`config.mk`:
```
export PLATFORM = sky130hd
export DESIGN_NAME = iscbsqrt_ctrl_flat
export DESIGN_NICKNAME = d
export VERILOG_FILES = /design/src/rtl/iscbsqrt_ctrl_if.sv /design/src/rtl/iscbsqrt_ctrl.sv /design/src/flat_wrapper.sv
export SDC_FILE = /design/constraint.sdc
export NUM_CORES = 1
export LEC_CHECK = 0
export ABC_AREA = 1
export BUFFER_PORTS_ARGS = -buffer_cell sky130_fd_sc_hd__clkbuf_2
export CORE_MARGIN = 3
export CORE_UTILIZATION = 30
export CTS_BUF_LIST = sky130_fd_sc_hd__clkbuf_8 sky130_fd_sc_hd__clkbuf_16
export DETAILED_ROUTE_END_ITERATION = 10
export PLACE_DENSITY = 0.45
export RECOVER_POWER = 100
export SYNTH_ARGS = -nofsm -noshare
export SYNTH_HDL_FRONTEND = slang
export SYNTH_SLANG_ARGS = --single-unit
```
`constraint.sdc`:
```
create_clock -name clk -period 1.4 [get_ports clk]
set_input_delay 0.28 -clock clk [delete_from_list [all_inputs] [get_ports clk]]
set_output_delay 0.28 -clock clk [all_outputs]
set_load 0.1 [all_outputs]
```
`src/rtl/iscbsqrt_ctrl_if.sv`:
```
// Job/stream bundle between the square-root job controller and its requester/unit side.
// valid/ready: req is taken only while busy=0; done pulses once per finished job, result holds until the next done.
interface iscbsqrt_ctrl_if #(
   parameter int WIDTH = 8
);
   logic             req;
   logic [WIDTH-1:0] operand;
   logic             abort;
   logic             busy;
   logic             done;
   logic [WIDTH-1:0] result;
   logic             unit_rst_n;
   logic             unit_in;
   logic             unit_out;
   logic [2:0]       state_dbg;

   modport slave (
      input  req, operand, abort, unit_out,
      output busy, done, result, unit_rst_n, unit_in, state_dbg
   );

   modport master (
      output req, operand, abort, unit_out,
      input  busy, done, result, unit_rst_n, unit_in, state_dbg
   );
endinterface

```
`src/rtl/iscbsqrt_ctrl.sv`:
```
// Job controller: streams an LFSR-compared operand into the stochastic unit,
// skips a warm-up window, then counts unit ones over 2^WIDTH cycles.
module iscbsqrt_ctrl #(
   parameter int WIDTH  = 8,
   parameter int WARMUP = 16,
   parameter int SEED   = 1
) (
   input logic            clk,
   input logic            rst_n,
   iscbsqrt_ctrl_if.slave bus
);

   typedef enum logic [2:0] {
      S_IDLE  = 3'd0,
      S_RESET = 3'd1,
      S_WARM  = 3'd2,
      S_RUN   = 3'd3,
      S_DONE  = 3'd4
   } state_t;

   localparam int CW = 12;
   localparam logic [CW-1:0] RUN_LAST  = CW'((1 << WIDTH) - 1);
   localparam logic [CW-1:0] WARM_LAST = CW'((WARMUP > 0) ? WARMUP - 1 : 0);
   localparam logic [WIDTH-1:0] SEED_V = WIDTH'(SEED);
   localparam int TAPS_I = (WIDTH == 4) ? 'h00C :
                           (WIDTH == 5) ? 'h014 :
                           (WIDTH == 6) ? 'h030 :
                           (WIDTH == 7) ? 'h060 :
                           (WIDTH == 8) ? 'h0B8 :
                           (WIDTH == 9) ? 'h110 : 'h240;
   localparam logic [WIDTH-1:0] TAPS = WIDTH'(TAPS_I);

   state_t           state_q, state_d;
   logic [WIDTH-1:0] operand_q;
   logic [WIDTH-1:0] lfsr_q;
   logic [WIDTH-1:0] lfsr_next;
   logic [CW-1:0]    cyc_q;
   logic [WIDTH:0]   ones_q;
   logic [WIDTH:0]   ones_next;
   logic [WIDTH-1:0] result_q;
   logic             unit_rst_q;
   logic             streaming;

   assign lfsr_next = {lfsr_q[WIDTH-2:0], ^(lfsr_q & TAPS)};
   assign ones_next = ones_q + {{WIDTH{1'b0}}, bus.unit_out};
   assign streaming = (state_q == S_WARM) || (state_q == S_RUN);

   always_comb begin
      state_d = state_q;
      case (state_q)
         S_IDLE:  if (bus.req) state_d = S_RESET;
         S_RESET: state_d = (WARMUP == 0) ? S_RUN : S_WARM;
         S_WARM:  if (cyc_q == WARM_LAST) state_d = S_RUN;
         S_RUN:   if (cyc_q == RUN_LAST) state_d = S_DONE;
         S_DONE:  state_d = S_IDLE;
         default: state_d = S_IDLE;
      endcase
      // Cancel wins over every other transition, including RUN -> DONE.
      if (bus.abort && (state_q == S_RESET || streaming)) state_d = S_IDLE;
   end

   always_ff @(posedge clk or negedge rst_n) begin
      if (!rst_n) begin
         state_q    <= S_IDLE;
         operand_q  <= '0;
         lfsr_q     <= SEED_V;
         cyc_q      <= '0;
         ones_q     <= '0;
         result_q   <= '0;
         unit_rst_q <= 1'b0;
      end else begin
         state_q    <= state_d;
         unit_rst_q <= (state_d != S_RESET);
         if (state_q == S_IDLE && state_d == S_RESET) operand_q <= bus.operand;
         case (state_q)
            S_RESET: begin
               lfsr_q <= SEED_V;
               cyc_q  <= '0;
               ones_q <= '0;
            end
            S_WARM: begin
               lfsr_q <= lfsr_next;
               cyc_q  <= (cyc_q == WARM_LAST) ? '0 : cyc_q + CW'(1);
            end
            S_RUN: begin
               lfsr_q <= lfsr_next;
               cyc_q  <= cyc_q + CW'(1);
               ones_q <= ones_next;
            end
            default: ;
         endcase
         // The final RUN cycle's unit_out is folded in here so result is valid with done.
         if (state_q == S_RUN && state_d == S_DONE)
            result_q <= ones_next[WIDTH] ? '1 : ones_next[WIDTH-1:0];
      end
   end

   assign bus.busy       = (state_q != S_IDLE);
   assign bus.done       = (state_q == S_DONE);
   assign bus.result     = result_q;
   assign bus.unit_rst_n = unit_rst_q;
   assign bus.unit_in    = streaming && (operand_q > lfsr_q);
   assign bus.state_dbg  = state_q;

endmodule

```
`src/flat_wrapper.sv`:
```
// flat-port wrapper written by rule: the top's interface ports become plain ports
module iscbsqrt_ctrl_flat 
#(
   parameter int WIDTH  = 8,
   parameter int WARMUP = 16,
   parameter int SEED   = 1
)
  (clk, rst_n, bus_req, bus_operand, bus_abort, bus_unit_out, bus_busy, bus_done, bus_result, bus_unit_rst_n, bus_unit_in, bus_state_dbg);
  iscbsqrt_ctrl_if #(.WIDTH(WIDTH)) bus_i ();
  input logic clk;
  input logic rst_n;
  input wire logic [$bits(bus_i.req)-1:0] bus_req;
  input wire logic [$bits(bus_i.operand)-1:0] bus_operand;
  input wire logic [$bits(bus_i.abort)-1:0] bus_abort;
  input wire logic [$bits(bus_i.unit_out)-1:0] bus_unit_out;
  output wire logic [$bits(bus_i.busy)-1:0] bus_busy;
  output wire logic [$bits(bus_i.done)-1:0] bus_done;
  output wire logic [$bits(bus_i.result)-1:0] bus_result;
  output wire logic [$bits(bus_i.unit_rst_n)-1:0] bus_unit_rst_n;
  output wire logic [$bits(bus_i.unit_in)-1:0] bus_unit_in;
  output wire logic [$bits(bus_i.state_dbg)-1:0] bus_state_dbg;
  assign bus_i.req = bus_req;
  assign bus_i.operand = bus_operand;
  assign bus_i.abort = bus_abort;
  assign bus_i.unit_out = bus_unit_out;
  assign bus_busy = bus_i.busy;
  assign bus_done = bus_i.done;
  assign bus_result = bus_i.result;
  assign bus_unit_rst_n = bus_i.unit_rst_n;
  assign bus_unit_in = bus_i.unit_in;
  assign bus_state_dbg = bus_i.state_dbg;
  iscbsqrt_ctrl #(.WIDTH(WIDTH), .WARMUP(WARMUP), .SEED(SEED)) u_core (.clk(clk), .rst_n(rst_n), .bus(bus_i));
endmodule
```
**Yosys cells after proc, flatten, opt, wreduce, memory -nomap -nowiden**

Index checks and enable logic that the tools add are counted.

- Reductions and logical operators: 13
- Mux-type cells: 10
- Add/sub/neg operators: 2
- Equal/unequal tests: 9
- Magnitude comparators: 1

Operators with widths:

| cell | count |
|---|---|
| case mux 12 bit (3 select lines) | 1 |
| case mux 9 bit (2 select lines) | 1 |
| case mux 8 bit (2 select lines) | 1 |
| adder 12 x 1 -> 12 bit, second input constant | 1 |
| equality test 12 x 4 -> 1 bit, second input constant | 1 |
| equality test 12 x 8 -> 1 bit, second input constant | 1 |
| 2-to-1 mux 12 bit | 1 |
| 2-to-1 mux 3 bit | 4 |
| case mux 3 bit (4 select lines) | 1 |
| adder 9 x 1 -> 9 bit | 1 |
| > comparator 8 bit | 1 |
| 2-to-1 mux 8 bit | 1 |
| XOR reduction 8 bit | 1 |
| equality test 3 x 1 -> 1 bit, second input constant | 2 |
| equality test 3 x 2 -> 1 bit, second input constant | 2 |
| equality test 3 bit, second input constant | 2 |
| nonzero test 3 bit | 2 |
| logical AND 1 bit | 4 |
| nonzero test 2 bit | 2 |
| zero test 3 bit | 1 |
| != test 3 x 1 -> 1 bit, second input constant | 1 |
| logical OR 1 bit | 2 |
| OR reduction 2 bit | 1 |

- Input port bits: 13
- Flip-flop bits (word level): 49

**Depth between registers and ports, before layout**

Gate-level depths: netlist of the first run.

- Depth in word-level cells: 7
- Depth in mapped cells: 10

**Worst setup path after synthesis of the first run**

No wires, ideal clock.

- Path type: reg-to-output
- Start: register u_core.state_q[2], in the netlist u_core.bus.state_dbg[2]
- End: output bus_done
- Stages on the path, launching flop included: 3
- Required time: 1.120 ns
- Data arrival time: 3.255 ns
- Path buffers: 0
- Setup slack: -2.135 ns
- Cell sequence: dfrtp_1 inv_2 nor3_1

- Word-level cells in the longest chain between the ends: 1

Ends and longest elaborated chain:

| element | line | source |
|---|---|---|
| start, declared | iscbsqrt_ctrl.sv:33 | `state_t state_q, state_d;` |
| start signal, assigned | iscbsqrt_ctrl.sv:72 | `state_q <= state_d;` |
| equality test 3 bit | iscbsqrt_ctrl.sv:99 | `assign bus.done = (state_q == S_DONE);` |
| end, declared | flat_wrapper.sv:17 | `output wire logic [$bits(bus_i.done)-1:0] bus_done;` |

Every way passes these cells.

**Final worst setup path of the first run**

- Start: register u_core.lfsr_q[7]
- End: output bus_unit_in

- Word-level cells in the longest chain between the ends: 2

Ends and longest elaborated chain:

| element | line | source |
|---|---|---|
| start, declared | iscbsqrt_ctrl.sv:35 | `logic [WIDTH-1:0] lfsr_q;` |
| start signal, assigned | iscbsqrt_ctrl.sv:82 | `lfsr_q <= lfsr_next;` |
| start signal, assigned | iscbsqrt_ctrl.sv:86 | `lfsr_q <= lfsr_next;` |
| > comparator 8 bit | iscbsqrt_ctrl.sv:102 | `assign bus.unit_in = streaming && (operand_q > lfsr_q);` |
| logical AND 1 bit | iscbsqrt_ctrl.sv:102 |  |
| end, declared | flat_wrapper.sv:20 | `output wire logic [$bits(bus_i.unit_in)-1:0] bus_unit_in;` |

Every way passes these cells.

==> results.cfg, run 1 <==
[run_status]
status = complete, but fails checks
failed_checks = setup timing

[place]
place_congestion = 0.799
place_inst = 511
port_buffers = 27
place_ws_ns = -0.274
placed_cell_area_um2 = 3650
dp_hpwl_mm = 4.81

[finish]
drive_above_1_share_pct = 47.6
stdcell_area_um2 = 4310
num_antenna_cells = 0
nFillCells = 841
syn_to_final_growth_pct = 58.0
final_common_cell = nand2_1
layout.nets = 456
layout.cells.most_common_list = nand2_1 (61), nor2_1 (43), dfrtp_1 (43)
final_cells = 541

[timing]
max_slew_margin_pct = 52.7
final_hold_viol_count = 0
min_period_over_period_pct = 141
holdWs_ns = 0.197
rsz0062_at_grt = yes
fin_ws_ns = -0.576
setup_viol = 37
skew_ns = 0.0141
worst_pin_slew_ns = 0.709
max_clock_freq_mhz = 506
slew_viol_final = 0
period_minus_slack_ns = 1.98

[global_route]
met3_usage_pct = 3.10
grtUsageMet1_pct = 20.8
antenna_found_initial = 0
grt_busiest_layer = met2
grt_pass1_vias = 2456
grt_first_pass_wirelength_mm = 11.9
overflow = 0
grt_max_degree = 50
grtUsageMet2_pct = 22.6
globalRouteTotalUtil_pct = 14.7

[routing]
drc = 0
routed_via_density = 4.58
ant_nets = 0
drtIter0Drc = 79
wl_mm = 7.17
drt-wirelength-per-cell_um = 13.3
vias = 2480
dr.pass1.iters = 4

[clock_network]
cts_tree = yes
clk_pin_slew_ns = 0.10
cts_root_buffer = clkbuf_8
cts_buffer_depth = 2
cts_sinks = 49
numCtsBuffers = 5
clk_latency_ns = 0.31
h-tree-depth = 2

[worst_setup_path]
cp.required_ns = 1.12
crit_buf_inv = 3
crit_path_max_incr_delay_ns = 0.36
reg2reg_slack_ns = -0.20
endpoint = bus_unit_in
critPathTopFamily = buffers and inverters
cp-end-kind = primary output
arrival_ns = 1.70
setup.worst_path.class = reg2out
crit_chain = inv_1, ha_4, nand2_1, nor2_1, nor3_1, buf_4, a21oi_4, buf_12
r2r_end = u_core.cyc_q[9]$_DFFE_PN0P_
critPathSlowestCell = dfrtp_1
worst_r2r_path_depth = 11
critPathMaxFanout = 2
start_kind = flip-flop
critPathLaunch = u_core.lfsr_q[7]$_DFFE_PN0N_
r2r-start = u_core.bus.state_dbg[1]$_DFF_PN0_
path_depth = 8

[logic_synthesis]
synth_cell_type_count = 31
syn_inst = 331
ys_ff_latch = 49
synthTopCellsByArea = dfrtp_1 (44%), nand2_1 (11%), nor2_1 (8.5%)
seq_area_frac_synth_pct = 45.0
synth_top_area_share_pct = 44.0
synth_nets = 355
syn_area_per_cell_um2 = 8.24
post-synth-top-area-cell = dfrtp_1
netlist_area_um2 = 2730
ys_warn_count = 0

[hold_path]
worstHoldStart = bus_operand[2]
hold_class = in2reg

[die]
initial_core_util_pct = 31.1
die_h_um = 101
io_pins = 28
die-area_um2 = 10300
rows = 34
die_w_um = 101
core_area_um2 = 8760

[power]
p_leak_nw = 2.01
ir_worst_vdd_uv = 1800
p_per_area_nw_per_um2 = 1770
power_mw = 7.63

[run]
max_cap_viol_count = 0
metal layers:
metal | routed length, µm | vias up | share of wire [%]
met5 | 0 | - | 0
met4 | 83 | 0 | 1.2
met3 | 289 | 4 | 4.0
met2 | 3410 | 33 | 48
met1 | 3390 | 1173 | 47
li1 | - | 1270 | -
where the power goes:
part / switching [mW] / internal (mW)
logic: 2.48 / 2.31
clock network: 0.511 / 0.347
registers: 0.230 / 1.75
total: 3.22 / 4.41
flip-flops by register name, summed over array words and instances (netlist names):
signal and cells:
u_core.bus.state_dbg 3, u_core.operand_q 8, u_core.bus.unit_rst_n 1, u_core.cyc_q 12, u_core.bus.result 8, u_core.lfsr_q 8
u_core.ones_q 9
cell type report:
class	count	area [µm²]	share of cell area [%]
clock inverter	3	18.8	0.436
multi-input combinational	243	1770	41.0
inverter	39	171	3.98
sequential	49	1240	28.8
clock buffer	5	68.8	1.60
tap	108	135	3.14
timing repair buffer	94	906	21.0
cell families (layout without fill, tap and decap cells):
group / Yosys count / after routing / synth area share [%]
fa+ha+maj: 11 / 11 / 5.05
xor+xnor: 9 / 9 / 2.89
compound gates: 33 / 33 / 7.48
simple gates: 180 / 183 / 30.2
buf+inv: 42 / 141 / 6.47
mux: 7 / 7 / 2.89
flops: 49 / 49 / 45.0
Yosys cell counts, drive strengths merged:
library cell,count
nand2,82
nand4,4
dfstp,1
xor2,5
o211ai,3
o21bai,2
o21ai,10
ha,11
nand3,19
xnor2,4
nor2,70
nand3b,1
buf,3
nor3,4
a21oi,6
mux2,7
dfrtp,48
inv,39
o22ai,12
worst min path at each step:
| stage | end | slack (ns) | cells past startpoint |
|---|---|---|---|
| global route | u_core.operand_q[5]$_DFFE_PN0P_ | 0.18 | 2 |
| finish | u_core.operand_q[2]$_DFFE_PN0P_ | 0.20 | 2 |
| floorplan | u_core.bus.result[0]$_DFFE_PN0P_ | -0.02 | 0 |
| detailed placement | u_core.cyc_q[10]$_DFFE_PN0P_ | 0.30 | 2 |
| global placement | u_core.cyc_q[9]$_DFFE_PN0P_ | 0.30 | 2 |
| CTS | u_core.operand_q[2]$_DFFE_PN0P_ | 0.19 | 2 |
worst register-to-register path, cell delays in order (launching register included):
cell	delay [ns]
dfrtp_4	0.51
buf_6	0.13
nor2_4	0.10
buf_6	0.12
buf_6	0.09
nor2_4	0.04
buf_12	0.12
buf_12	0.12
buf_16	0.12
nand4_1	0.06
nand2_1	0.06
nor2_1	0.09
through the flow:
step           util [%]  setup TNS, ns
2_1_floorplan         -          -3.20
3_3_place_gp       41.7          -2.20
3_5_place_dp       41.7          -2.56
4_1_cts            46.8          -3.84
5_1_grt            49.2          -6.86
6_report           49.2          -4.27
repair_timing:
item | in CTS | in global routing
buffers inserted | 11 | 7
setup endpoints to repair | 23 | 53
pin swaps | 30 | 31
hold buffers | 1 | 0
hold endpoints to repair | 48 | 0
resized for setup | 59 | 67
gates cloned | 3 | 2
Note: power is estimated with default switching activity, not from simulation.
==> inputs of run 2 (changes only) <==
--- a/config.mk
+++ b/config.mk
@@ -12,7 +12,7 @@
 export CTS_BUF_LIST = sky130_fd_sc_hd__clkbuf_8 sky130_fd_sc_hd__clkbuf_16
 export DETAILED_ROUTE_END_ITERATION = 10
 export PLACE_DENSITY = 0.45
-export RECOVER_POWER = 100
+export RECOVER_POWER = 25
 export SYNTH_ARGS = -nofsm -noshare
 export SYNTH_HDL_FRONTEND = slang
 export SYNTH_SLANG_ARGS = --single-unit
==> results.cfg, run 2 (same netlist as run 1, synthesis figures left out) <==
[power]
ir_worst_vdd_uv = 1810
power_switching_mw = 3.24
p_leak_nw = 2.04
power_frac_seq_pct = 25.9
internal-power_mw = 4.44
power_frac_clock_pct = 11.2
p_sw_share_pct = 42.2
power_mw = 7.68
p_per_area_nw_per_um2 = 1730
combPwrFrac_pct = 62.9

[die]
initial_core_util_pct = 31.1
rows = 34
die_h_um = 101
die-area_um2 = 10300
core_area_um2 = 8760
io_pins = 28
die_w_um = 101

[global_route]
grt_first_pass_wirelength_mm = 11.9
antenna_found_initial = 0
globalRouteTotalUtil_pct = 14.7
grt_max_degree = 50
overflow = 0
grt_pass1_vias = 2456

[hold_path]
hold_class = in2reg

[clock_network]
numCtsBuffers = 5
cts_buffer_depth = 2
clk_latency_ns = 0.31
clk_pin_slew_ns = 0.10
h-tree-depth = 2
cts_tree = yes
cts_root_buffer = clkbuf_8
cts_sinks = 49

[timing]
setup_viol = 36
rsz0062_at_grt = yes
max_slew_margin_pct = 52.6
period_minus_slack_ns = 1.98
worst_pin_slew_ns = 0.711
final_hold_viol_count = 0
skew_ns = 0.0150
min_period_over_period_pct = 141
max_clock_freq_mhz = 506
fin_ws_ns = -0.576
slew_viol_final = 0

[finish]
final_common_cell = nand2_1
syn_to_final_growth_pct = 62.8
num_antenna_cells = 0
layout.cells.most_common_list = nand2_1 (61), nor2_1 (43), dfrtp_1 (43)
utilization_pct = 50.7
largest_register = u_core.cyc_q
drive_above_1_share_pct = 47.6
final_cells = 541
reg_top3 = u_core.cyc_q: 12 flops, u_core.ones_q: 9 flops
layout.nets = 456
nFillCells = 828
largest_reg_flops = 12

[routing]
vias = 2481
wl_mm = 7.15
drtIter0Drc = 83
drc = 0
ant_nets = 0
drt-wirelength-per-cell_um = 13.2
dr.pass1.iters = 4
routed_via_density = 4.59

[place]
port_buffers = 27
place_congestion = 0.799
dp_hpwl_mm = 4.81
place_ws_ns = -0.274
place_inst = 511

[worst_setup_path]
arrival_ns = 1.70
setup.worst_path.class = reg2out
cp-end-kind = primary output
start_kind = flip-flop
critPathMaxFanout = 2
cp.required_ns = 1.12

[run_status]
status = complete, but fails checks
failed_checks = setup timing

[run]
max_cap_viol_count = 0
-- run 2: cell count changes in the layout (fill, tap and decap cells not counted), sizes merged --
cell    before  now
buf         73   80
clkbuf      25   18
-- run 2: cell type report --
cell class | instances | area [µm²] | area share (%)
Clock buffer | 5 | 68.8 | 1.55
Clock inverter | 3 | 18.8 | 0.423
Inverter | 39 | 176 | 3.97
Multi-Input combinational cell | 243 | 1790 | 40.4
Sequential cell | 49 | 1240 | 28.0
Tap cell | 108 | 135 | 3.04
Timing Repair Buffer | 94 | 1010 | 22.7
-- run 2: critical path: stages (launching register included) --
cell and delay (ns):
dfrtp_1 0.36, inv_1 0.09, ha_4 0.27, nand2_1 0.06
nor2_1 0.09, nor3_1 0.05, buf_4 0.13, a21oi_4 0.16
buf_12 0.19
-- run 2: power groups by stage --
stage | clock network (mW) | registers (mW) | logic, mW
3_3_place_gp | 0 | 1.98 | 3.47
4_1_cts | 0.894 | 1.97 | 4.18
2_1_floorplan | 0 | 2.27 | 1.84
5_1_grt | 0.958 | 2.03 | 5.27
3_5_place_dp | 0 | 1.99 | 3.49
6_report | 0.864 | 1.99 | 4.83
-- run 2: timing repair --
| item | in CTS | in global routing |
|---|---|---|
| hold buffers | 1 | 0 |
| setup buffers | 11 | 7 |
| hold endpoints to repair | 48 | 0 |
| gates resized for setup | 59 | 67 |
| pin swaps | 30 | 31 |
| cloned | 3 | 2 |
| setup endpoints to repair | 23 | 53 |
-- run 2: per-layer routing --
layer	wire (µm)	GRT usage, %	up-vias
li1	-	-	1271
met1	3390	20.8	1176
met2	3420	22.6	30
met3	267	3.10	4
met4	79	4.29	0
met5	0	0	-
-- run 2: worst paths after layout --
path | start | end | slack [ns] | cells past startpoint
worst max-delay path | u_core.lfsr_q[7]$_DFFE_PN0N_ | bus_unit_in | -0.58 | 8
max in group asynchronous | rst_n | u_core.bus.state_dbg[0]$_DFF_PN0_ | 0.19 | 3
worst min-delay path | bus_operand[2] | u_core.operand_q[2]$_DFFE_PN0P_ | 0.20 | 2
worst max register to register | u_core.bus.state_dbg[1]$_DFF_PN0_ | u_core.cyc_q[9]$_DFFE_PN0P_ | -0.20 | 11
worst min register to register | u_core.operand_q[1]$_DFFE_PN0P_ | u_core.operand_q[1]$_DFFE_PN0P_ | 0.53 | 1
min in group asynchronous | rst_n | u_core.cyc_q[5]$_DFFE_PN0P_ | 0.66 | 3
-- run 2: metrics by stage --
stage / area, µm² / setup TNS (ns) / hold WS (ns)
finish: 4440 / -4.19 / 0.197
global route: 4440 / -6.50 / 0.176
CTS: 4110 / -3.84 / 0.191
detailed placement: 3650 / -2.56 / 0.301
global placement: 3650 / -2.20 / 0.302
floorplan: 2810 / -3.20 / -0.0156
